## src/rtl/elm_pkg.sv

```systemverilog
// Shared constants and FSM encoding for the ELM accuracy tracker slice.
package elm_pkg;

  localparam int ELM_NUM_CLASSES = 10;
  localparam int ELM_LABEL_W     = 4;
  localparam int ELM_CNT_W       = 16;

  typedef enum logic [1:0] {
    S_IDLE      = 2'd0,
    S_WAIT_PRED = 2'd1,
    S_UPDATE    = 2'd2
  } elm_state_t;

endpackage

```

## src/rtl/elm_accuracy_tracker_if.sv

```systemverilog
// Label/prediction handshake bundle between the label source, max finder and tracker.
// A label transfers on a rising edge where label_valid && label_ready; label_valid
// and label must stay stable until then. pred_valid is a one-cycle pulse with no
// backpressure: the tracker samples it on every edge and never stalls the source.
interface elm_accuracy_tracker_if #(
  parameter int LABEL_W = elm_pkg::ELM_LABEL_W
) ();
  logic               label_valid;
  logic [LABEL_W-1:0] label;
  logic               label_ready;
  logic               pred_valid;
  logic [LABEL_W-1:0] pred;

  modport master (
    output label_valid, label, pred_valid, pred,
    input  label_ready
  );

  modport slave (
    input  label_valid, label, pred_valid, pred,
    output label_ready
  );
endinterface

```

## src/rtl/elm_sat_counter.sv

```systemverilog
// Saturating up-counter with synchronous clear; holds at all-ones instead of wrapping.
module elm_sat_counter #(
  parameter int W = elm_pkg::ELM_CNT_W
) (
  input  logic         clock,
  input  logic         reset,
  input  logic         clear,
  input  logic         inc,
  output logic [W-1:0] count
);

  always_ff @(posedge clock or negedge reset) begin
    if (!reset) begin
      count <= '0;
    end else if (clear) begin
      count <= '0;
    end else if (inc && (count != '1)) begin
      count <= count + W'(1);
    end
  end

endmodule

```

## src/rtl/elm_accuracy_tracker.sv

```systemverilog
// Scores one classifier result per true label; keeps saturating global and
// per-class hit/total counters, a timeout-miss count and sticky error flags.
module elm_accuracy_tracker
  import elm_pkg::*;
#(
  parameter int NUM_CLASSES = ELM_NUM_CLASSES,
  parameter int LABEL_W     = ELM_LABEL_W,
  parameter int CNT_W       = ELM_CNT_W,
  parameter int TIMEOUT     = 0
) (
  input  logic                 clock,
  input  logic                 reset,
  input  logic                 clear,
  elm_accuracy_tracker_if.slave bus,
  output logic [CNT_W-1:0]     total_cnt,
  output logic [CNT_W-1:0]     correct_cnt,
  output logic [CNT_W-1:0]     miss_cnt,
  input  logic [LABEL_W-1:0]   rd_class,
  output logic [CNT_W-1:0]     rd_correct,
  output logic [CNT_W-1:0]     rd_total,
  output logic                 err_orphan,
  output logic                 err_range,
  output elm_state_t           dbg_state
);

  localparam int WAIT_W = (TIMEOUT > 0) ? $clog2(TIMEOUT + 1) : 1;
  localparam logic [WAIT_W-1:0]  WAIT_LAST = WAIT_W'((TIMEOUT > 0) ? TIMEOUT - 1 : 0);
  localparam logic [LABEL_W:0]   NUM_CLASSES_X = (LABEL_W + 1)'(NUM_CLASSES);

  elm_state_t          state, next_state;
  logic [LABEL_W-1:0]  lbl_q;
  logic                hit_q;
  logic                miss_q;
  logic [WAIT_W-1:0]   wait_cnt;

  logic capture, latch_pred, latch_miss, do_update, orphan_set;
  logic timeout_hit;
  logic lbl_in_range;

  logic [CNT_W-1:0] cls_correct [NUM_CLASSES];
  logic [CNT_W-1:0] cls_total   [NUM_CLASSES];
  logic [CNT_W-1:0] sel_correct, sel_total;

  assign dbg_state       = state;
  assign bus.label_ready = (state == S_IDLE);
  assign lbl_in_range    = ({1'b0, lbl_q} < NUM_CLASSES_X);
  assign timeout_hit     = (TIMEOUT > 0) && (wait_cnt == WAIT_LAST);

  always_ff @(posedge clock or negedge reset) begin
    if (!reset) begin
      state <= S_IDLE;
    end else begin
      state <= next_state;
    end
  end

  always_comb begin
    next_state = state;
    capture    = 1'b0;
    latch_pred = 1'b0;
    latch_miss = 1'b0;
    do_update  = 1'b0;
    orphan_set = 1'b0;
    case (state)
      S_IDLE: begin
        // A pred here has no label to score against; the label (if any) is still taken.
        orphan_set = bus.pred_valid;
        if (bus.label_valid) begin
          capture    = 1'b1;
          next_state = S_WAIT_PRED;
        end
      end
      S_WAIT_PRED: begin
        if (bus.pred_valid) begin
          latch_pred = 1'b1;
          next_state = S_UPDATE;
        end else if (timeout_hit) begin
          latch_miss = 1'b1;
          next_state = S_UPDATE;
        end
      end
      S_UPDATE: begin
        do_update  = 1'b1;
        next_state = S_IDLE;
      end
      default: next_state = S_IDLE;
    endcase
    if (clear) begin
      next_state = S_IDLE;
    end
  end

  always_ff @(posedge clock or negedge reset) begin
    if (!reset) begin
      lbl_q      <= '0;
      hit_q      <= 1'b0;
      miss_q     <= 1'b0;
      wait_cnt   <= '0;
      err_orphan <= 1'b0;
      err_range  <= 1'b0;
      rd_correct <= '0;
      rd_total   <= '0;
    end else if (clear) begin
      lbl_q      <= '0;
      hit_q      <= 1'b0;
      miss_q     <= 1'b0;
      wait_cnt   <= '0;
      err_orphan <= 1'b0;
      err_range  <= 1'b0;
      rd_correct <= '0;
      rd_total   <= '0;
    end else begin
      if (capture) begin
        lbl_q    <= bus.label;
        hit_q    <= 1'b0;
        miss_q   <= 1'b0;
        wait_cnt <= '0;
      end else if (state == S_WAIT_PRED) begin
        wait_cnt <= wait_cnt + WAIT_W'(1);
      end
      if (latch_pred) begin
        hit_q <= (bus.pred == lbl_q);
      end
      if (latch_miss) begin
        miss_q <= 1'b1;
      end
      if (orphan_set) begin
        err_orphan <= 1'b1;
      end
      if (do_update && !lbl_in_range) begin
        err_range <= 1'b1;
      end
      // Readout reflects counters before this edge; no bypass of a same-cycle update.
      rd_correct <= sel_correct;
      rd_total   <= sel_total;
    end
  end

  always_comb begin
    sel_correct = '0;
    sel_total   = '0;
    for (int c = 0; c < NUM_CLASSES; c++) begin
      if (rd_class == LABEL_W'(c)) begin
        sel_correct = cls_correct[c];
        sel_total   = cls_total[c];
      end
    end
  end

  elm_sat_counter #(.W(CNT_W)) u_total_cnt (
    .clock (clock), .reset (reset), .clear (clear),
    .inc   (do_update), .count (total_cnt)
  );

  elm_sat_counter #(.W(CNT_W)) u_correct_cnt (
    .clock (clock), .reset (reset), .clear (clear),
    .inc   (do_update && hit_q), .count (correct_cnt)
  );

  elm_sat_counter #(.W(CNT_W)) u_miss_cnt (
    .clock (clock), .reset (reset), .clear (clear),
    .inc   (do_update && miss_q), .count (miss_cnt)
  );

  for (genvar c = 0; c < NUM_CLASSES; c++) begin : g_class
    logic cls_sel;
    assign cls_sel = do_update && lbl_in_range && (lbl_q == LABEL_W'(c));

    elm_sat_counter #(.W(CNT_W)) u_cls_total (
      .clock (clock), .reset (reset), .clear (clear),
      .inc   (cls_sel), .count (cls_total[c])
    );

    elm_sat_counter #(.W(CNT_W)) u_cls_correct (
      .clock (clock), .reset (reset), .clear (clear),
      .inc   (cls_sel && hit_q), .count (cls_correct[c])
    );
  end

endmodule

```

## src/flat_wrapper.sv

```systemverilog
// flat-port wrapper written by rule: the top's interface ports become plain ports
module elm_accuracy_tracker_flat import elm_pkg::*;
#(
  parameter int NUM_CLASSES = ELM_NUM_CLASSES,
  parameter int LABEL_W     = ELM_LABEL_W,
  parameter int CNT_W       = ELM_CNT_W,
  parameter int TIMEOUT     = 0
)
  (clock, reset, clear, total_cnt, correct_cnt, miss_cnt, rd_class, rd_correct, rd_total, err_orphan, err_range, dbg_state, bus_label_valid, bus_label, bus_pred_valid, bus_pred, bus_label_ready);
  elm_accuracy_tracker_if #(.LABEL_W(LABEL_W)) bus_i ();
  input  logic clock;
  input  logic reset;
  input  logic clear;
  output logic [CNT_W-1:0] total_cnt;
  output logic [CNT_W-1:0] correct_cnt;
  output logic [CNT_W-1:0] miss_cnt;
  input  logic [LABEL_W-1:0] rd_class;
  output logic [CNT_W-1:0] rd_correct;
  output logic [CNT_W-1:0] rd_total;
  output logic err_orphan;
  output logic err_range;
  output elm_state_t dbg_state;
  input wire logic [$bits(bus_i.label_valid)-1:0] bus_label_valid;
  input wire logic [$bits(bus_i.label)-1:0] bus_label;
  input wire logic [$bits(bus_i.pred_valid)-1:0] bus_pred_valid;
  input wire logic [$bits(bus_i.pred)-1:0] bus_pred;
  output wire logic [$bits(bus_i.label_ready)-1:0] bus_label_ready;
  assign bus_i.label_valid = bus_label_valid;
  assign bus_i.label = bus_label;
  assign bus_i.pred_valid = bus_pred_valid;
  assign bus_i.pred = bus_pred;
  assign bus_label_ready = bus_i.label_ready;
  elm_accuracy_tracker #(.NUM_CLASSES(NUM_CLASSES), .LABEL_W(LABEL_W), .CNT_W(CNT_W), .TIMEOUT(TIMEOUT)) u_core (.clock(clock), .reset(reset), .clear(clear), .bus(bus_i), .total_cnt(total_cnt), .correct_cnt(correct_cnt), .miss_cnt(miss_cnt), .rd_class(rd_class), .rd_correct(rd_correct), .rd_total(rd_total), .err_orphan(err_orphan), .err_range(err_range), .dbg_state(dbg_state));
endmodule
```

## config.mk

```make
export PLATFORM = sky130hd
export DESIGN_NAME = elm_accuracy_tracker_flat
export DESIGN_NICKNAME = d
export VERILOG_FILES = /design/src/rtl/elm_pkg.sv /design/src/rtl/elm_accuracy_tracker_if.sv /design/src/rtl/elm_sat_counter.sv /design/src/rtl/elm_accuracy_tracker.sv /design/src/flat_wrapper.sv
export SDC_FILE = /design/constraint.sdc
export NUM_CORES = 1
export LEC_CHECK = 0
export ABC_AREA = 1
export CAP_MARGIN = 20
export CORE_MARGIN = 1
export CORE_UTILIZATION = 35
export DETAILED_ROUTE_END_ITERATION = 8
export GPL_TIMING_DRIVEN = 0
export PLACE_DENSITY = 0.56
export SLEW_MARGIN = 40
export SYNTH_ARGS = -nofsm -noshare
export SYNTH_HDL_FRONTEND = slang
export SYNTH_SLANG_ARGS = --single-unit
```

## constraint.sdc

```tcl
create_clock -name clock -period 4.07 [get_ports clock]
set_input_delay 0.407 -clock clock [delete_from_list [all_inputs] [get_ports clock]]
set_output_delay 0.407 -clock clock [all_outputs]
set_load 0.01 [all_outputs]
```

# Word level (Yosys, flattened, before mapping)
# Index checks and enable logic that the tools add are counted.
[classes]
eq_ne = 46
addsub = 23
order_cmp = 1
reduce_logical = 79
n_mux = 88
[ops]
columns = ["cell", "n"]
rows = [
  ["16-bit 2-to-1 mux", 68],
  ["16-bit by 1-bit adder with 16-bit output, second input constant", 23],
  ["16-bit != test, second input constant", 23],
  ["2-bit nonzero test", 26],
  ["1-bit logical AND", 47],
  ["4-bit by 3-bit == test with 1-bit output, second input constant", 8],
  ["4-bit by 2-bit == test with 1-bit output, second input constant", 4],
  ["4-bit == test, second input constant", 4],
  ["1-bit 2-to-1 mux", 14],
  ["4-bit by 1-bit == test with 1-bit output, second input constant", 2],
  ["4-bit logical NOT", 2],
  ["4-bit 2-to-1 mux", 2],
  ["2-bit 2-to-1 mux", 3],
  ["3-bit != test, second input constant", 2],
  ["4-bit == test", 1],
  ["4-bit less-than comparator, second input constant", 1],
  ["2-bit one-hot mux with 2 select lines", 1],
  ["3-bit nonzero test", 1],
  ["2-bit by 1-bit == test with 1-bit output, second input constant", 1],
  ["2-bit == test, second input constant", 1],
  ["2-bit logical NOT", 1],
  ["2-bit AND reduction", 1],
  ["1-bit logical NOT", 1],
]
[totals]
elab_cells = 268
input_bits = 17
register_bits = 410

# Depth between registers and ports, before layout
[depth]
depth_word = 12
mapped_depth = 13

# Hierarchy
# Synthesis repeated with hierarchy kept, for this count alone.
[hier_totals]
cells_unflattened = 4127
hier_area_um2 = 28270.9
[modules_own_cells]
columns = ["mod", "area_per_inst_um2", "n_inst", "cells_per_inst"]
rows = [
  ["elm_sat_counter", 1037.2, 23, 144],
  ["elm_accuracy_tracker", 4414.2, 1, 815],
]

# Worst setup path after synthesis
# OpenSTA, ideal clock, no wires.
[synth_timing]
kind = "flip-flop to flip-flop"
start = "register u_core.g_class[1].u_cls_total.count[0]"
end = "register u_core.g_class[1].u_cls_total.count[10]"
n_path_buf = 0
required_ns = 3.943
arrival_ns = 1.614
path_stages_with_launch = 9
slack_ns = 2.329
cell_sequence = "dfrtp_1 > ha_1 > nand3_1 > inv_1 > nand3_1 > or2_2 > or2_2 > nand4_1 > o21ai_0"
[synth_via]
elab_chain_len = 3
elab_cells_between_ends = 6
classes_between = "add/sub: 1; eq/ne: 1; mux: 2; reduce/logical: 2"
[synth_lines]
columns = ["element", "line", "source"]
rows = [
  ["start, declared", "elm_sat_counter.sv:9", "output logic [W-1:0] count"],
  ["start signal, assigned", "elm_sat_counter.sv:18", "count <= count + W'(1);"],
  ["16-bit by 1-bit adder with 16-bit output / 16-bit != test (equally long branches)", "elm_sat_counter.sv:18, elm_sat_counter.sv:17", ""],
  ["16-bit 2-to-1 mux / 1-bit logical AND (equally long branches)", "elm_sat_counter.sv:17", "end else if (inc && (count != '1)) begin"],
  ["16-bit 2-to-1 mux / 2-bit nonzero test (equally long branches)", "-", ""],
]
# Several ways; a longest one is shown, not always the timed one. The select of a mux whose other input is x is not followed.
# A chain may end at the register's enable or synchronous reset.

# Worst setup path after layout
[layout_timing]
start = "register u_core.hit_q"
end = "register u_core.g_class[2].u_cls_correct.count[13]"
[layout_via]
elab_chain_len = 3
[layout_lines]
columns = ["element", "line", "source"]
rows = [
  ["start, declared", "elm_accuracy_tracker.sv:32", "logic hit_q;"],
  ["start signal, assigned", "elm_accuracy_tracker.sv:122", "hit_q <= (bus.pred == lbl_q);"],
  ["1-bit logical AND", "elm_accuracy_tracker.sv:176", ".inc (cls_sel && hit_q), .count (cls_correct[c])"],
  ["1-bit logical AND", "elm_sat_counter.sv:17", ""],
  ["2-bit nonzero test (no line)", "-", ""],
  ["end signal, assigned", "elm_sat_counter.sv:18", ""],
  ["end, declared", "elm_sat_counter.sv:9", ""],
]
# Every way passes these cells.

==> qor_table.md <==
| Stage | Parameter | This run |
|:---|:---|:---|
| worst setup path | R2r setup slk | 1.10 ns |
| clock network | CTS Buf Count | 49 |
| clock network | Largest buffer count on any clock path | 3 |
| job | Number of maximum-capacitance constraint violations | 0 |
| worst setup path | CP endpoint kind | register |
| place | Weighted congestion reported at the end of routability-driven placement | 0.9795 |
| global routing | GRT Max-Usage Layer | met2 |
| synthesis | Yosys synthesis warning count | 0 |
| global routing | Met1 capacity usage during global routing | 0.3647 |
| timing | Setup repair after global routing missed its margin | no |
| clock network | TritonCTS clock tree | done |
| final layout | Number of nets in the final layout | 3901 |
| synthesis | Synth Cell Area | 26010 sq um |
| place | Area of placed instances | 28410 sq um |
| run status | Outcome | complete, no violations |
| floorplanning | Initial Util | 0.3553 |
| global routing | Met3 Usage GRT | 0.03579 |
| worst setup path | Slowest library cell on the worst path | sky130_fd_sc_hd__nor3_1 |
| synthesis | Post-Syn Instances | 3703 |
| timing | Highest achievable clock rate | 0.3368 GHz |
| worst setup path | Worst path buffer plus inverter count | 3 |
| global routing | Via count of the first global-routing pass | 24.09k |
| worst setup path | WP data arrival | 3.42 ns |
| min path | Worst min-delay path category | in2async |
| final layout | Final Instance Area | 30120 sq um |
| timing | Tightest slew margin relative to the limit | 0.4149 |
| detailed routing | Number of detailed-routing iterations run before antenna repair | 6 |
| worst setup path | Depth of the worst register-to-register path | 7 |
| worst setup path | Crit path kind | reg2reg |
| detailed routing | Detailed Route WL | 96460 microns |
| worst setup path | Number of cells on the critical path | 7 |
| clock network | Max H-tree Level | 2 |
| global routing | First-pass GRT wire length | 147700 microns |
| floorplanning | Die outline area | 75410 sq um |
| timing | Period Utilization, post-route | 0.7296 |
| floorplanning | Placeable Area | 73210 sq um |
| detailed routing | Number of routed nets with antenna violations | 0 |
| timing | Worst clock skew | 0.02221 ns |
| final layout | Fraction of layout cells with a size suffix above 1 | 0.06179 |
| clock network | Worst-skew pair later-pin latency | 0.61 ns |
| worst setup path | Crit-path max FO | 10 |
| worst setup path | Top Family by Delay on Critical Path | simple AND/OR/NAND/NOR gates |
| global routing | Antenna violations before repair | 1 |
| synthesis | Synthesis-stage register bit count | 409 |
| detailed routing | Initial detailed-routing violation count | 2755 |
| timing | Sum of negative setup slack | 0 ns |
| worst setup path | Required time reported for the critical path endpoint | 4.52 ns |
| global routing | Overall routing resource usage | 0.2559 |
| floorplanning | Num rows | 99 |
| synthesis | Cell variety after synth | 48 |
| clock network | Clk slew on worst S/H paths | 0.06 ns |
| final layout | FILL cells | 7718 |
| power and ir drop | Power per cell area | 317.0 nW/um^2 |
| synthesis | Post-synthesis area per instance | 7.024 sq um |
| floorplanning | Chip height | 274.6 microns |
| detailed routing | Wirelength per Cell | 19.85 microns |
| place | Port buffer count | 101 |
| clock network | Clock Root Buffer | sky130_fd_sc_hd__clkbuf_16 |
| power and ir drop | Leak pwr | 12.75 nW |
| timing | Transition time at the pin with the least slew margin | 0.8776 ns |
| place | Post-DP HPWL | 71340 microns |
| global routing | Global route total overflow | 0 |
| synthesis | Synth Net Count | 3742 |
| worst setup path | Peak per-stage delay on the critical path | 0.73 ns |
| final layout | Register area | 10230 sq um |
| timing | Final Max Tran Viols | 0 |
| timing | Clock period minus final worst setup slack | 2.969 ns |
| synthesis | Seq/Total Area, Yosys | 0.3935 |
| power and ir drop | Worst IR Drop VDD | 0.2823 mV |
| floorplanning | Overall die width | 274.6 microns |
| global routing | Maximum number of pins on one net before global-route repair | 72 |
| worst setup path | Startpoint of the most critical register-to-register path | u_core.hit_q |
| worst setup path | Ordered list of cells on the worst path | buf_2 > inv_1 > nor3_1 > nand2_1 > nand2_2 > clkbuf_1 > o21ai_0 |
| timing | Fin. Hold Viols | 0 |
| detailed routing | Via density per instance | 5.375 |
| floorplanning | Total I/O pin count | 102 |
| final layout | Area added between synthesis and finish | 15.80% |
| detailed routing | Total via count in the routed design | 26.12k |
| global routing | Met2 usage in global routing | 0.3939 |
| clock network | Post-CTS Resized | 0 |
| clock network | TritonCTS sink count | 409 |
| detailed routing | DRC violation count after routing | 0 |
| timing | Final count of negative-setup-slack endpoints | 0 |
| final layout | Footprint of the multi-input gates | 13480 sq um |
| worst setup path | Kind of launch point of the worst setup path | register |
| worst setup path | Worst r2r dst | u_core.g_class[2].u_cls_correct.count[13] |
## cell usage after synthesis, drive strengths merged
master,instances,share of area
dfrtp,409,0.39
nand4,208,0.050
xor2,148,0.050
nor2,353,0.053
nand3,377,0.074
clkbuf,55,0.0082
or2,11,0.0026
a31oi,2,0.00048
buf,80,0.017
a31o,6,0.0020
o2111ai,5,0.0017
o31ai,63,0.018
and2,1,0.00024
nand2,959,0.14
clkinv,7,0.0010
o211a,1,0.00038
o21ai,315,0.061
nor4,1,0.00024
xnor2,12,0.0040
ha,22,0.011
a2111oi,1,0.00034
o21bai,6,0.0017
a21oi,65,0.013
and3,1,0.00024
o32ai,1,0.00034
nand3b,5,0.0014
nor3b,6,0.0017
nor3,150,0.030
inv,432,0.062
a211oi,1,0.00029
## flip-flops by register name, indices dropped and copies added, names as in the netlist
name                                cells
u_core.err_orphan                       1
u_core.u_total_cnt.count               16
u_core.g_class.u_cls_total.count      160
u_core.hit_q                            1
u_core.u_miss_cnt.count                16
u_core.u_correct_cnt.count             16
u_core.err_range                        1
u_core.rd_total                        16
u_core.dbg_state                        2
u_core.lbl_q                            4
u_core.g_class.u_cls_correct.count    160
u_core.rd_correct                      16
## worst max-delay path by stage
stage | from | endpoint | slack [ns]
floorplan | u_core.g_class[1].u_cls_total.count[0] | u_core.g_class[1].u_cls_total.count[10] | 2.33
global placement | reset | u_core.rd_correct[9] | -16.95
detailed placement | clear | u_core.rd_total[9] | 0.55
CTS | clear | u_core.rd_total[9] | 1.18
global route | u_core.lbl_q[2] | u_core.g_class[2].u_cls_correct.count[13] | 1.07
finish | u_core.hit_q | u_core.g_class[2].u_cls_correct.count[13] | 1.10
## cells in the final DEF, fill, tap and decap left out, types with 7 or more instances in the layout
cell type	n
sky130_fd_sc_hd__clkbuf_8	13
sky130_fd_sc_hd__buf_2	56
sky130_fd_sc_hd__buf_4	13
sky130_fd_sc_hd__xnor2_1	12
sky130_fd_sc_hd__clkbuf_16	50
sky130_fd_sc_hd__nand3_1	373
sky130_fd_sc_hd__inv_1	425
sky130_fd_sc_hd__buf_1	8
sky130_fd_sc_hd__clkdlybuf4s50_1	100
sky130_fd_sc_hd__ha_1	22
sky130_fd_sc_hd__or2_2	11
sky130_fd_sc_hd__clkbuf_2	15
sky130_fd_sc_hd__clkinv_2	11
sky130_fd_sc_hd__nand2_2	13
sky130_fd_sc_hd__o21ai_0	297
sky130_fd_sc_hd__o31ai_1	62
sky130_fd_sc_hd__nand4_1	208
sky130_fd_sc_hd__clkinv_1	7
sky130_fd_sc_hd__o21ai_1	13
sky130_fd_sc_hd__nor2_1	346
sky130_fd_sc_hd__xor2_1	148
sky130_fd_sc_hd__nand2_1	943
sky130_fd_sc_hd__a21oi_1	65
sky130_fd_sc_hd__nor3_1	142
sky130_fd_sc_hd__clkbuf_1	47
sky130_fd_sc_hd__dfrtp_1	409
## kinds of logic after synthesis
logic type | Yosys count | synth area share
fa+ha+maj | 22 | 0.01058
buf+inv | 574 | 0.08861
flops | 409 | 0.3935
compound gates | 466 | 0.09949
xor+xnor | 160 | 0.05388
simple gates | 2072 | 0.3539
## layout make-up
type | count | area share
Multi-Input combinational cell | 2720 | 0.4476
Tap cell | 959 | 0.03984
Buffer | 135 | 0.02214
Timing Repair Buffer | 108 | 0.03955
Inverter | 439 | 0.05480
Antenna cell | 1 | 0.00008309
Clock inverter | 19 | 0.007852
Sequential cell | 409 | 0.3398
Clock buffer | 70 | 0.04836
## report_power, final
| group | total, mW | switching [mW] | leakage (nW) | internal [mW] |
|---|---|---|---|---|
| Sequential | 4.14 | 0.0385 | 5.69 | 4.10 |
| Combinational | 0.706 | 0.536 | 6.22 | 0.170 |
| Clock | 4.70 | 1.90 | 0.839 | 2.80 |
## repair_timing
action                                  4_1_cts  5_1_grt
endpoints found under the setup margin        0        0
hold buffers                                  1        0
buffers inserted                              0        0
hold endpoints to repair                     33        0
## routing by layer
| layer | share of wire | routed length [microns] | vias up |
|---|---|---|---|
| li1 | - | - | 12560 |
| met1 | 0.45 | 43640 | 12430 |
| met2 | 0.44 | 42600 | 976 |
| met3 | 0.070 | 6714 | 155 |
| met4 | 0.036 | 3492 | 0 |
| met5 | 0 | 0 | - |
## metrics by stage
| stage | utilization | setup WS (ns) | instances | power (mW) | hold slack (ns) |
|---|---|---|---|---|---|
| 2_1_floorplan | - | 2.329 | 3703 | 4.510 | 0.1114 |
| 3_3_place_gp | 0.3855 | -16.95 | 4763 | 4.906 | 0.4723 |
| 3_5_place_dp | 0.3880 | 0.5489 | 4769 | 4.919 | 0.2936 |
| 4_1_cts | 0.4113 | 1.184 | 4859 | 9.639 | 0.2338 |
| 5_1_grt | 0.4114 | 1.072 | 4859 | 9.861 | 0.2567 |
| 6_report | 0.4114 | 1.101 | 4860 | 9.547 | 0.2442 |
## worst register-to-register path: stages (launching register included)
cell	delay (ns)
sky130_fd_sc_hd__dfrtp_1	0.31
sky130_fd_sc_hd__buf_2	0.47
sky130_fd_sc_hd__inv_1	0.25
sky130_fd_sc_hd__nor3_1	0.73
sky130_fd_sc_hd__nand2_1	0.24
sky130_fd_sc_hd__nand2_2	0.25
sky130_fd_sc_hd__clkbuf_1	0.40
sky130_fd_sc_hd__o21ai_0	0.15
Power figures use the tool's default switching activity.
